===== src/rtl/stack_op_sequencer_if.sv =====
// Handshake and Stack-side signal bundle for stack_op_sequencer.
// The slave modport is the sequencer; the master modport is its environment (instruction source, consumer, Stack).
interface stack_op_sequencer_if #(
    parameter int unsigned WIDTH = 8
);
    logic [WIDTH-1:0] instr;
    logic             instr_valid;
    logic             instr_ready;
    logic [WIDTH-1:0] out_data;
    logic             out_valid;
    logic             out_ready;
    logic [WIDTH-1:0] stk_wr_data;
    logic             stk_wr_en;
    logic             stk_re_en_a;
    logic             stk_re_en_b;
    logic [WIDTH-1:0] stk_data_a;
    logic [WIDTH-1:0] stk_data_b;

    modport master (
        output instr, instr_valid, out_ready, stk_data_a, stk_data_b,
        input  instr_ready, out_data, out_valid, stk_wr_data, stk_wr_en, stk_re_en_a, stk_re_en_b
    );

    modport slave (
        input  instr, instr_valid, out_ready, stk_data_a, stk_data_b,
        output instr_ready, out_data, out_valid, stk_wr_data, stk_wr_en, stk_re_en_a, stk_re_en_b
    );
endinterface


===== src/rtl/stack_op_sequencer.sv =====
// Instruction front-end driving a DEPTH-entry operand Stack, with a shadow depth count for trapping.
// Define STACK_SEQ_MUL_EN to make opcode 0x15 (MUL) legal; otherwise it traps as undefined.
module stack_op_sequencer #(
    parameter int unsigned DEPTH = 16,
    parameter int unsigned WIDTH = 8
) (
    input  logic                         clock,
    input  logic                         reset,
    stack_op_sequencer_if.slave          bus,
    output logic [$clog2(DEPTH+1)-1:0]   depth,
    output logic                         err
);
    localparam int unsigned DW = $clog2(DEPTH + 1);

    localparam logic [WIDTH-1:0] OP_PUSH = WIDTH'(8'h01);
    localparam logic [WIDTH-1:0] OP_POP  = WIDTH'(8'h02);
    localparam logic [WIDTH-1:0] OP_DUP  = WIDTH'(8'h03);
    localparam logic [WIDTH-1:0] OP_ADD  = WIDTH'(8'h10);
    localparam logic [WIDTH-1:0] OP_SUB  = WIDTH'(8'h11);
    localparam logic [WIDTH-1:0] OP_AND  = WIDTH'(8'h12);
    localparam logic [WIDTH-1:0] OP_OR   = WIDTH'(8'h13);
    localparam logic [WIDTH-1:0] OP_XOR  = WIDTH'(8'h14);
`ifdef STACK_SEQ_MUL_EN
    localparam logic [WIDTH-1:0] OP_MUL  = WIDTH'(8'h15);
`endif
    localparam logic [WIDTH-1:0] OP_OUT  = WIDTH'(8'h20);

    typedef enum logic [1:0] {
        S_FETCH,
        S_IMM,
        S_OUT_WAIT,
        S_TRAP
    } state_t;

    state_t           state_q, state_d;
    logic [DW-1:0]    depth_q, depth_d;
    logic             err_q;
    logic [WIDTH-1:0] out_data_q;
    logic             out_load;
    logic             ready_c;
    logic             accept_c;
    logic             is_binop_c;
    logic [WIDTH-1:0] alu_c;

    // Two-operand result with a (second entry) as the left operand
    always_comb begin
        alu_c      = '0;
        is_binop_c = 1'b1;
        case (bus.instr)
            OP_ADD:  alu_c = bus.stk_data_a + bus.stk_data_b;
            OP_SUB:  alu_c = bus.stk_data_a - bus.stk_data_b;
            OP_AND:  alu_c = bus.stk_data_a & bus.stk_data_b;
            OP_OR:   alu_c = bus.stk_data_a | bus.stk_data_b;
            OP_XOR:  alu_c = bus.stk_data_a ^ bus.stk_data_b;
`ifdef STACK_SEQ_MUL_EN
            OP_MUL:  alu_c = bus.stk_data_a * bus.stk_data_b;
`endif
            default: is_binop_c = 1'b0;
        endcase
    end

    always_ff @(posedge clock) begin
        if (reset) begin
            state_q <= S_FETCH;
        end else begin
            state_q <= state_d;
        end
    end

    always_ff @(posedge clock) begin
        if (reset) begin
            depth_q    <= '0;
            err_q      <= 1'b0;
            out_data_q <= '0;
        end else begin
            depth_q <= depth_d;
            err_q   <= err_q | (state_d == S_TRAP);
            if (out_load) begin
                out_data_q <= bus.stk_data_b;
            end
        end
    end

    // Next state, shadow depth and Stack strobes; strobes only fire on an accepted byte
    always_comb begin
        state_d         = state_q;
        depth_d         = depth_q;
        out_load        = 1'b0;
        ready_c         = 1'b0;
        bus.stk_wr_en   = 1'b0;
        bus.stk_re_en_a = 1'b0;
        bus.stk_re_en_b = 1'b0;
        bus.stk_wr_data = '0;

        if ((state_q == S_FETCH) || (state_q == S_IMM)) begin
            ready_c = !reset;
        end
        accept_c = bus.instr_valid && ready_c;

        case (state_q)
            S_FETCH: begin
                if (accept_c) begin
                    if (bus.instr == OP_PUSH) begin
                        state_d = (depth_q < DW'(DEPTH)) ? S_IMM : S_TRAP;
                    end else if (bus.instr == OP_POP) begin
                        if (depth_q >= DW'(1)) begin
                            bus.stk_re_en_b = 1'b1;
                            depth_d         = depth_q - DW'(1);
                        end else begin
                            state_d = S_TRAP;
                        end
                    end else if (bus.instr == OP_DUP) begin
                        if ((depth_q >= DW'(1)) && (depth_q < DW'(DEPTH))) begin
                            bus.stk_wr_en   = 1'b1;
                            bus.stk_wr_data = bus.stk_data_b;
                            depth_d         = depth_q + DW'(1);
                        end else begin
                            state_d = S_TRAP;
                        end
                    end else if (is_binop_c) begin
                        if (depth_q >= DW'(2)) begin
                            bus.stk_re_en_a = 1'b1;
                            bus.stk_re_en_b = 1'b1;
                            bus.stk_wr_en   = 1'b1;
                            bus.stk_wr_data = alu_c;
                            depth_d         = depth_q - DW'(1);
                        end else begin
                            state_d = S_TRAP;
                        end
                    end else if (bus.instr == OP_OUT) begin
                        if (depth_q >= DW'(1)) begin
                            bus.stk_re_en_b = 1'b1;
                            depth_d         = depth_q - DW'(1);
                            out_load        = 1'b1;
                            state_d         = S_OUT_WAIT;
                        end else begin
                            state_d = S_TRAP;
                        end
                    end else begin
                        state_d = S_TRAP;
                    end
                end
            end
            S_IMM: begin
                // Room was checked when PUSH was decoded
                if (accept_c) begin
                    bus.stk_wr_en   = 1'b1;
                    bus.stk_wr_data = bus.instr;
                    depth_d         = depth_q + DW'(1);
                    state_d         = S_FETCH;
                end
            end
            S_OUT_WAIT: begin
                if (bus.out_ready) begin
                    state_d = S_FETCH;
                end
            end
            default: begin
                state_d = S_TRAP;
            end
        endcase
    end

    assign bus.instr_ready = ready_c;
    assign bus.out_valid   = (state_q == S_OUT_WAIT);
    assign bus.out_data    = out_data_q;
    assign depth           = depth_q;
    assign err             = err_q;
endmodule

===== src/flat_wrapper.sv =====
// flat-port wrapper written by rule: the top's interface ports become plain ports
module stack_op_sequencer_flat 
#(
    parameter int unsigned DEPTH = 16,
    parameter int unsigned WIDTH = 8
)
  (clock, reset, depth, err, bus_instr, bus_instr_valid, bus_out_ready, bus_stk_data_a, bus_stk_data_b, bus_instr_ready, bus_out_data, bus_out_valid, bus_stk_wr_data, bus_stk_wr_en, bus_stk_re_en_a, bus_stk_re_en_b);
  stack_op_sequencer_if #(.WIDTH(WIDTH)) bus_i ();
  input  logic clock;
  input  logic reset;
  output logic [$clog2(DEPTH+1)-1:0] depth;
  output logic err;
  input wire logic [$bits(bus_i.instr)-1:0] bus_instr;
  input wire logic [$bits(bus_i.instr_valid)-1:0] bus_instr_valid;
  input wire logic [$bits(bus_i.out_ready)-1:0] bus_out_ready;
  input wire logic [$bits(bus_i.stk_data_a)-1:0] bus_stk_data_a;
  input wire logic [$bits(bus_i.stk_data_b)-1:0] bus_stk_data_b;
  output wire logic [$bits(bus_i.instr_ready)-1:0] bus_instr_ready;
  output wire logic [$bits(bus_i.out_data)-1:0] bus_out_data;
  output wire logic [$bits(bus_i.out_valid)-1:0] bus_out_valid;
  output wire logic [$bits(bus_i.stk_wr_data)-1:0] bus_stk_wr_data;
  output wire logic [$bits(bus_i.stk_wr_en)-1:0] bus_stk_wr_en;
  output wire logic [$bits(bus_i.stk_re_en_a)-1:0] bus_stk_re_en_a;
  output wire logic [$bits(bus_i.stk_re_en_b)-1:0] bus_stk_re_en_b;
  assign bus_i.instr = bus_instr;
  assign bus_i.instr_valid = bus_instr_valid;
  assign bus_i.out_ready = bus_out_ready;
  assign bus_i.stk_data_a = bus_stk_data_a;
  assign bus_i.stk_data_b = bus_stk_data_b;
  assign bus_instr_ready = bus_i.instr_ready;
  assign bus_out_data = bus_i.out_data;
  assign bus_out_valid = bus_i.out_valid;
  assign bus_stk_wr_data = bus_i.stk_wr_data;
  assign bus_stk_wr_en = bus_i.stk_wr_en;
  assign bus_stk_re_en_a = bus_i.stk_re_en_a;
  assign bus_stk_re_en_b = bus_i.stk_re_en_b;
  stack_op_sequencer #(.DEPTH(DEPTH), .WIDTH(WIDTH)) u_core (.clock(clock), .reset(reset), .bus(bus_i), .depth(depth), .err(err));
endmodule

===== config.mk =====
export PLATFORM = sky130hd
export DESIGN_NAME = stack_op_sequencer_flat
export DESIGN_NICKNAME = d
export VERILOG_FILES = /design/src/rtl/stack_op_sequencer_if.sv /design/src/rtl/stack_op_sequencer.sv /design/src/flat_wrapper.sv
export SDC_FILE = /design/constraint.sdc
export NUM_CORES = 1
export LEC_CHECK = 0
export ABC_AREA = 1
export CAP_MARGIN = 15
export CELL_PAD_IN_SITES_DETAIL_PLACEMENT = 1
export CELL_PAD_IN_SITES_GLOBAL_PLACEMENT = 1
export CORE_MARGIN = 2
export CORE_UTILIZATION = 38
export CTS_BUF_LIST = sky130_fd_sc_hd__clkbuf_2 sky130_fd_sc_hd__clkbuf_4 sky130_fd_sc_hd__clkbuf_8
export DETAILED_ROUTE_END_ITERATION = 16
export GPL_ROUTABILITY_DRIVEN = 0
export HOLD_SLACK_MARGIN = 0.03
export PLACE_DENSITY = 0.9
export SLEW_MARGIN = 0
export SYNTH_ARGS = -nofsm -noshare
export SYNTH_HDL_FRONTEND = slang
export SYNTH_SLANG_ARGS = --single-unit

===== constraint.sdc =====
create_clock -name clock -period 5.09 [get_ports clock]
set_input_delay 1.018 -clock clock [delete_from_list [all_inputs] [get_ports clock]]
set_output_delay 1.018 -clock clock [all_outputs]
set_load 0.005 [all_outputs]

==> summary.md, run 1 <==
| Metric | Value |
|---|---|
| Status | finished clean |
| Ys Warns | 0 |
| Num CTS Buffers | 3 |
| Hold Violations, Final | 0 |
| CP Capture Type | output pin |
| Dpl cell area | 3000 sq um |
| Fin area | 3110 sq um |
| Design Power | 0.000446 W |
| Cts hold-fix bufs | 0 |
| Core Area | 5960 sq um |
| Critical Path RT | roughly 4.1 ns |
| Initial Util | 0.395 |
| Drt pass-1 iters | 5 |
| I/O pin total | 55 |
| Slowest cell delay on critical path | 0.52 ns |
| Clock Skews | 0.00272 ns |
| Most Frequent Cell on Critical Path | nand2_1 |
| All-Layer GR Usage | 0.250 |
| Die X | 82.7 microns |
| Vias in the first global route | 2816 |
| Unrepaired setup endpoints after global routing | false |
| Critical path class | in2out |
| Area delta synth->final | 32.1% |
| Peak supply drop | 0.000143 V |
| Worst slew pin tran | 0.394 ns |
| TritonCTS Sinks | 16 |
| Drt drc | 0 |
| Max_cap viols | 0 |
| Routed len/inst | 15.7 microns |
| Total inserted antenna cells | 0 |
| CP max-delay cell | clkdlybuf4s50_1 |
| Fmax | around 0.20 GHz |
| Layout cells sized above 1 | 0.0909 |
| Syn Inst Count | 390 |
| Routed vias/inst | 5.41 |
| Clk pin slew, worst setup/hold paths | 0.06 ns |
| Min-delay worst type | reg2reg |
| Sequence of cells on the critical path | clkdlybuf4s50_1, inv_2, nand2_1, nor2_4, nand2_4, inv_2, a21oi_2, xor2_1, ha_2, nand2_2, inv_1, nand4_1, o211ai_1, a21oi_1, o21ai_1, nand2_1, nand2_1, nand2_1, clkdlybuf4s50_1 |
| Syn Nets | roughly 450 |
| Critical path launch point type | primary input |
| Slew Limit Fails | 0 |
| Total gr overflow | 0 |
| WP data arrival | 3.91 ns |
| Syn Area/Cell | 6.03 sq um |
| Initial antenna violation count | 0 |
| Die ar. | 6840 sq um |
| Sw frac | 0.376 |
| Vias | 2848 |
| DPL Wire Length | around 6.8 mm |
| Root buffer cell | clkbuf_8 |
| Cell Area, Synth | 2350 sq um |
| Worst-Skew Late Latency | 0.25 ns |
| Clock power share | 0.249 |
| Internal power | 0.000278 W |
| Power density cells | 144 nW/um^2 |
| Leakage | about 1.6 nW |
| Cell row count | 28 |
| Max clock buf depth | 2 |
| Comb pwr share | 0.449 |
| Largest net degree at the start of global routing | 17 |
| Routed Wire Length | approximately 8.3 mm |
| Net Sw Power | between 0.00015 and 0.0002 W |
| Die Y | between 80 and 90 microns |
| H-tree depth | 1 |
| Final Critical Period | around 4.9 ns |
| Library cells used by synthesis | 34 |
| Number of port buffers | 54 |
| Critical Path Fanout Max | 6 |
| Sequential power share | 0.302 |
| Iter 0 DRT Violations | between 90 and 100 |
| # setup viols final | 0 |
| Nets@finish | 509 |
| DRT antenna net count | 0 |
| Final period util | 0.968 |
| First-pass GRT wire length | around 13 mm |
| Synth Register Bits | 16 |
| Rel. slew slack | 0.737 |
| Sequential area share after synthesis | 0.136 |
| TritonCTS clock tree | yes |
## timing repair
item	CTS	global route
setup endpoints to repair	2	7
gates resized for setup	1	17
pin swaps	1	4
setup buffers	1	0
cloned	0	0
## layout by cell type (no fill, tap or decap), types with 2 or more instances in the layout
| cell type | n |
|---|---|
| inv_1 | 55 |
| a32oi_1 | 2 |
| clkbuf_8 | 4 |
| dlymetal6s2s_1 | 5 |
| nand4_1 | 7 |
| dfxtp_1 | 16 |
| nand3b_1 | 5 |
| inv_2 | 5 |
| buf_4 | 7 |
| nand2_1 | 108 |
| ha_1 | 27 |
| o211ai_1 | 5 |
| nor2_1 | 35 |
| a21oi_1 | 24 |
| a21oi_2 | 6 |
| xor2_1 | 8 |
| nand3_1 | 28 |
| nor3_1 | 4 |
| nand2_4 | 2 |
| o211a_1 | 3 |
| nor2_4 | 5 |
| clkdlybuf4s50_1 | 49 |
| o21ai_0 | 22 |
| nor2_2 | 4 |
| o21ai_2 | 2 |
| nand2_2 | 2 |
## metrics by stage
stage	utilization	setup TNS (ns)	std cells	setup WS, ns	hold WS (ns)
after global routing	0.522	0	526	0.00136	0.495
after floorplan	-	0	390	1.28	0.446
after global placement	0.504	0	521	0.122	0.446
after detailed placement	0.504	-0.0641	521	-0.0491	0.460
after CTS	0.515	0	526	0.00508	0.479
final	0.522	0	526	0.163	0.478
## cells by family (layout without fill, tap and decap cells)
group                      after synthesis  after routing  synth area share
and+or+nand+nor                        202            202             0.389
buffers and inverters                   65            126             0.112
adders and majority gates               29             29             0.157
AOI/OAI and AO/OA                       69             69             0.172
DFF                                     16             16             0.136
xor gates and xnor gates                 9              9            0.0335
## power by group through the flow
stage                     clock network, W  logic, W  registers, W
final                             0.000111  0.000200      0.000135
after global routing              0.000119  0.000226      0.000135
after detailed placement                 0  0.000193      0.000138
after CTS                         0.000113  0.000195      0.000135
after global placement                   0  0.000184      0.000137
after floorplan                          0  0.000118      0.000136
## layer usage
| metal | routed length [microns] | up-vias | part of all wire | track usage |
|---|---|---|---|---|
| met5 | 0 | - | 0 | 0 |
| met4 | 148 | 0 | 0.018 | 0.0508 |
| met3 | 402 | 12 | 0.049 | 0.0326 |
| met2 | 4120 | 77 | 0.50 | 0.449 |
| met1 | 3600 | 1369 | 0.44 | 0.318 |
| li1 | - | 1390 | - | - |
## final timing paths
| path | endpoint | cells past startpoint | start | slack, ns |
|---|---|---|---|---|
| worst max-delay path | bus_stk_wr_data[6] | 19 | bus_instr[5] | 0.16 |
| worst min-delay path | u_core.err$_SDFF_PP0_ | 2 | u_core.err$_SDFF_PP0_ | 0.48 |
| worst max register to register | u_core.err$_SDFF_PP0_ | 11 | u_core.depth[1]$_SDFFE_PP0P_ | 3.10 |
| worst min register to register | u_core.err$_SDFF_PP0_ | 2 | u_core.err$_SDFF_PP0_ | 0.48 |
## final cells by class
type                    count  area [sq um]
clock buffers               4          55.1
fillers                   846          2850
inverters                  61           231
multi-input cells         309          1800
flip-flops and latches     16           320
well taps                  75          93.8
repair buffers             61           606
## cells in the mapped netlist
cell type | instances | area share
inv_1 | 58 | 0.093
a21oi_2 | 2 | 0.0074
o211ai_1 | 5 | 0.016
nand3_1 | 28 | 0.060
o2111ai_1 | 1 | 0.0037
fa_1 | 1 | 0.0085
nor3_1 | 4 | 0.0085
nor2_4 | 4 | 0.019
nand2_4 | 1 | 0.0048
inv_2 | 2 | 0.0032
a32oi_1 | 2 | 0.0074
xor2_1 | 8 | 0.030
nand3b_1 | 5 | 0.016
buf_2 | 2 | 0.0043
ha_1 | 28 | 0.15
nand2_2 | 1 | 0.0027
nand2_1 | 110 | 0.18
nor2_1 | 35 | 0.056
o22ai_1 | 1 | 0.0027
o211a_1 | 3 | 0.013
xnor2_1 | 1 | 0.0037
buf_4 | 1 | 0.0032
buf_8 | 1 | 0.0064
nand4_1 | 7 | 0.019
a31oi_1 | 1 | 0.0027
inv_4 | 1 | 0.0027
nor3_4 | 1 | 0.0069
o21ai_0 | 23 | 0.049
dfxtp_1 | 16 | 0.14
o21a_1 | 1 | 0.0032
nor2_8 | 1 | 0.0085
o21ai_2 | 2 | 0.0074
nor2_2 | 5 | 0.013
a21oi_1 | 28 | 0.060
## registers in the layout, summed over array words and instances, names as in the netlist
| name | flops |
|---|---|
| u_core.bus.out_data | 8 |
| u_core.depth | 5 |
| u_core.err | 1 |
| u_core.state_q | 2 |
## critical path: cells and delay by family
family,cells,cell delay [ns]
compound gates,4,0.48
buf+inv,5,1.20
fa+ha+maj,1,0.34
simple gates,8,0.69
xor+xnor,1,0.19
(Power assumes the default switching activity.)
==> inputs of run 2 (changes only) <==
--- a/config.mk
+++ b/config.mk
@@ -16,6 +16,7 @@
 export GPL_ROUTABILITY_DRIVEN = 0
 export HOLD_SLACK_MARGIN = 0.03
 export PLACE_DENSITY = 0.9
+export SETUP_SLACK_MARGIN = 0.1
 export SLEW_MARGIN = 0
 export SYNTH_ARGS = -nofsm -noshare
 export SYNTH_HDL_FRONTEND = slang
==> summary.md, run 2 (synthesis results as in run 1) <==
| Metric | Value |
|---|---|
| Clk pin slew, worst setup/hold paths | 0.06 ns |
| Hold slack | 0.472 ns |
| Status | finished clean |
| Nets@finish | ~520 |
| CP max-delay cell | clkdlybuf4s50_1 |
| Power density cells | roughly 140 nW/um^2 |
| Commonest non-fill, non-tap cell in the layout | nand2_1 |
| Post-layout util | 0.539 |
| Die X | 82.7 microns |
| Worst r2r src | u_core.depth[1]$_SDFFE_PP0P_ |
| Routed Wire Length | 8.72 mm |
| Max clock buf depth | 2 |
| DPL Wire Length | 6.77 mm |
| Initial Util | 0.395 |
| Core Area | between 5000 and 6000 sq um |
| Critical path class | in2out |
| # setup viols final | 0 |
| Register area | 320 sq um |
| Largest register FFs | 8 |
| Critical Path RT | 4.07 ns |
| Iter 0 DRT Violations | between 100 and 150 |
| Multi-input combinational cell area | 1840 sq um |
| Routed vias/inst | roughly 5.4 |
| H-tree depth | 1 |
| Total inserted antenna cells | 0 |
| Critical Path Fanout Max | 6 |
| Rel. slew slack | 0.737 |
| Area delta synth->final | 36.3% |
| Routed len/inst | 16.3 microns |
| Setup crit start | bus_instr[1] |
| Fmax | 0.206 GHz |
| Layout cells sized above 1 | 0.122 |
| Root buffer cell | clkbuf_8 |
| All-Layer GR Usage | 0.254 |
| Cts hold-fix bufs | 0 |
| Max_cap viols | 0 |
| Final period util | 0.952 |
| Hold Violations, Final | 0 |
| I/O pin total | 55 |
| Cell row count | 28 |
| Vias in the first global route | ~2800 |
| Final Worst Setup Slack | 0.244 ns |
| Vias | 2890 |
| Peak supply drop | 0.000142 V |
| Clock Skews | 0.00305 ns |
| Sequential power share | 0.292 |
| TritonCTS clock tree | yes |
| Critical path launch point type | primary input |
| Sw frac | 0.379 |
| Die ar. | between 6000 and 7000 sq um |
| Internal power | around 0.00029 W |
| Num CTS Buffers | 3 |
| Most frequent cells in the layout | nand2_1, inv_1, clkdlybuf4s50_1, nor2_1 |
| Die Y | a little over 80 microns |
| Clock power share | 0.240 |
| Min-delay worst type | reg2reg |
| Net Sw Power | 0.000175 W |
| Dpl cells | 521 |
| Worst-Skew Late Latency | 0.25 ns |
| Slowest cell delay on critical path | 0.57 ns |
| Initial antenna violation count | 0 |
| Drt pass-1 iters | 4 |
| Fill cells | between 800 and 900 |
| CP Capture Type | output pin |
| Unrepaired setup endpoints after global routing | false |
| Worst slew pin tran | 0.394 ns |
| WP data arrival | 3.83 ns |
| Total gr overflow | 0 |
| First-pass GRT wire length | 13.6 mm |
| Comb pwr share | 0.468 |
| Final Critical Period | 4.85 ns |
| Largest net degree at the start of global routing | 17 |
| Post-route insts no fill | 534 |
| DRT antenna net count | 0 |
| TritonCTS Sinks | 16 |
| Leakage | approximately 1.6 nW |
| Slew Limit Fails | 0 |
| Place WS | -0.0491 ns |
| Design Power | 0.000462 W |
| Drt drc | 0 |
| Hold Crit Start | u_core.err$_SDFF_PP0_ |
| Sequence of cells on the critical path | clkdlybuf4s50_1, nor2_2, nand2_2, inv_2, nand2_4, nand2_1, xor2_1, ha_1, a21oi_1, o21ai_0, nand2_1, nor2_1, o21ai_0, clkdlybuf4s50_1 |
| Number of port buffers | 54 |
==> run 2: cell types whose count changed in the layout (fill, tap and decap cells not counted), moves of 2 or more <==
cell	change
buf_4	+8
clkdlybuf4s50_1	-4
dlygate4sd2_1	+2
nand2_1	-3
nand2_2	+3
==> run 2: per-layer routing <==
layer,part of all wire,GRT usage,up-vias
li1,-,-,1408
met1,0.44,0.323,1386
met2,0.50,0.455,80
met3,0.039,0.0315,16
met4,0.020,0.0590,0
met5,0,0,-
==> run 2: stage by stage <==
stage	TNS, ns	area [sq um]
floorplan	0	2350
global placement	0	3000
detailed placement	-0.0641	3000
CTS	0	3070
global route	0	3210
finish	0	3210
==> run 2: power by group through the flow <==
stage | logic [W] | clock network, W | registers, W
floorplan | 0.000118 | 0 | 0.000136
global placement | 0.000184 | 0 | 0.000137
detailed placement | 0.000193 | 0 | 0.000138
CTS | 0.000197 | 0.000113 | 0.000135
global route | 0.000242 | 0.000119 | 0.000135
finish | 0.000216 | 0.000111 | 0.000135
==> run 2: worst paths after layout <==
check | endpoint | slack [ns] | cells after the start
min reg2reg | u_core.err$_SDFF_PP0_ | 0.47 | 2
min | u_core.err$_SDFF_PP0_ | 0.47 | 2
max reg2reg | u_core.bus.out_data[0]$_SDFFE_PP0P_ | 3.11 | 8
max | bus_stk_wr_data[2] | 0.24 | 14
==> run 2: final cells by class <==
| class | count | share of cell area |
|---|---|---|
| multi-input cells | 309 | 0.573 |
| repair buffers | 69 | 0.207 |
| flip-flops and latches | 16 | 0.0998 |
| inverters | 61 | 0.0729 |
| well taps | 75 | 0.0293 |
| clock buffers | 4 | 0.0172 |
==> run 2: repair_timing <==
action	in CTS	in global routing
buffers inserted	2	7
resized for setup	7	27
setup endpoints to repair	6	7
pin swaps	4	7
gates cloned	0	0
==> run 2: critical path: cells and delay by family <==
family                   cells  cell delay (ns)
AO/OA/AOI/OAI                3             0.68
XOR/XNOR                     1             0.16
adder cells (fa/ha/maj)      1             0.32
buffers and inverters        3             1.09
AND/OR/NAND/NOR              6             0.57
==> inputs of run 3 (changes only) <==
==> constraint.sdc (replaced) <==
create_clock -name clock -period 5.7 [get_ports clock]
set_input_delay 1.14 -clock clock [delete_from_list [all_inputs] [get_ports clock]]
set_output_delay 1.14 -clock clock [all_outputs]
set_load 0.005 [all_outputs]
==> summary.md, run 3 (synthesis results as in run 1) <==
| Metric | Value |
|---|---|
| Status | finished clean |
| Iter 0 DRT Violations | 97 |
| Hold Violations, Final | 0 |
| Leakage | around 1.5 nW |
| Final Critical Period | about 5.3 ns |
| Drt pass-1 iters | 4 |
| Vias in the first global route | 2765 |
| Vias | 2739 |
| TritonCTS clock tree | yes |
| TritonCTS Sinks | 16 |
| Die ar. | 6840 sq um |
| Routed Wire Length | 8.10 mm |
| All-Layer GR Usage | 0.247 |
| Peak supply drop | 0.000113 V |
| Layout cells sized above 1 | 0.0608 |
| Critical path class | in2out |
| Drt drc | 0 |
| DRT antenna net count | 0 |
| Cts hold-fix bufs | 0 |
| WP data arrival | 4.17 ns |
| Total inserted antenna cells | 0 |
| Max_cap viols | 0 |
| DPL Wire Length | 6.64 mm |
| Initial antenna violation count | 0 |
| Routed len/inst | 15.6 microns |
| Critical path launch point type | primary input |
| Worst slew pin tran | between 0.7 and 0.8 ns |
| Clock Skews | 0.00528 ns |
| Hold slack | 0.459 ns |
| Largest register FFs | 8 |
| Buffers plus inverters on the worst setup path | 5 |
| Dpl cells | approximately 520 |
| CP max-delay cell | clkdlybuf4s50_1 |
| Cell row count | 28 |
| Largest net degree at the start of global routing | 17 |
| I/O pin total | 55 |
| Min-delay worst type | reg2reg |
| Largest delay contributor family on the critical path | buffers and inverters |
| Sequence of cells on the critical path | clkdlybuf4s50_1, inv_1, nand2_1, nor2_4, nand2_2, inv_1, nor2_1, a21oi_1, inv_1, ha_1, nand3b_1, nand2_1, a21oi_1, o21ai_0, nand4_1, nand3_1, nand2_1, clkdlybuf4s50_1 |
| Commonest non-fill, non-tap cell in the layout | nand2_1 |
| Core Area | roughly 6000 sq um |
| Initial Util | 0.395 |
| H-tree depth | 1 |
| Total gr overflow | 0 |
| # setup viols final | 0 |
| Slowest cell delay on critical path | 0.51 ns |
| Power density cells | 130 nW/um^2 |
| Critical Path RT | between 4 and 5 ns |
| Die X | 82.7 microns |
| Routed vias/inst | 5.28 |
| Setup TNS after final layout | 0 ns |
| Fin area | 3020 sq um |
| Critical Path Fanout Max | 6 |
| Final period util | 0.931 |
| Number of port buffers | 54 |
| Root buffer cell | clkbuf_8 |
| Clk pin slew, worst setup/hold paths | 0.07 ns |
| Max clock buf depth | 2 |
| Nets@finish | 502 |
| Fmax | 0.189 GHz |
| Die Y | 82.7 microns |
| Num CTS Buffers | 3 |
| Rel. slew slack | 0.528 |
| Worst-Skew Late Latency | 0.25 ns |
| First-pass GRT wire length | 13.0 mm |
| CP Capture Type | output pin |
| Most frequent cells in the layout | nand2_1, inv_1, clkdlybuf4s50_1, nor2_1 |
| Area delta synth->final | 28.4% |
| Dpl cell area | around 3000 sq um |
| Slew Limit Fails | 0 |
| Post-route insts no fill | 519 |
| Unrepaired setup endpoints after global routing | false |
run 3: metrics by stage:
step                setup slack (ns)  utilization  total power [W]
global route                   0.113        0.507         0.000426
global placement               0.444        0.496         0.000285
finish                         0.395        0.507         0.000394
floorplan                       1.65            -         0.000227
CTS                            0.284        0.505         0.000395
detailed placement             0.306        0.496         0.000292
run 3: worst min-delay path: cells and delay by family, from the launching register on:
kind / cells / cell delay, ns
flops: 1 / 0.31
simple gates: 2 / 0.11
run 3: final cells by class:
type | count | area (sq um)
Clock buffer | 4 | 55.1
Fill cell | 853 | 2930
Inverter | 61 | 231
Multi-Input combinational cell | 309 | 1780
Sequential cell | 16 | 320
Tap cell | 75 | 93.8
Timing Repair Buffer | 54 | 541
run 3: path summary, 6_finish.rpt:
path,to,start,cells past startpoint,slack [ns]
setup reg to reg,u_core.err$_SDFF_PP0_,u_core.depth[1]$_SDFFE_PP0P_,11,3.67
setup / recovery,bus_stk_wr_data[3],bus_instr[5],18,0.39
hold / removal,u_core.err$_SDFF_PP0_,u_core.err$_SDFF_PP0_,2,0.46
hold reg to reg,u_core.err$_SDFF_PP0_,u_core.err$_SDFF_PP0_,2,0.46
run 3: routing by layer:
metal	part of all wire	vias up	GRT usage
li1	-	1374	-
met1	0.47	1313	0.319
met2	0.51	46	0.448
met3	0.018	6	0.0293
met4	0.0096	0	0.0344
met5	0	-	0
run 3: repair_timing:
item | 4_1_cts | 5_1_grt
setup buffers | 0 | 0
setup endpoints to repair | 0 | 5
resized for setup | 0 | 4
run 3: report_power, final:
| part | switching (W) | internal, W |
|---|---|---|
| Sequential | 0.00000533 | 0.000115 |
| Combinational | 0.000103 | 0.0000690 |
| Clock | 0.0000395 | 0.0000613 |
| Total | 0.000148 | 0.000245 |
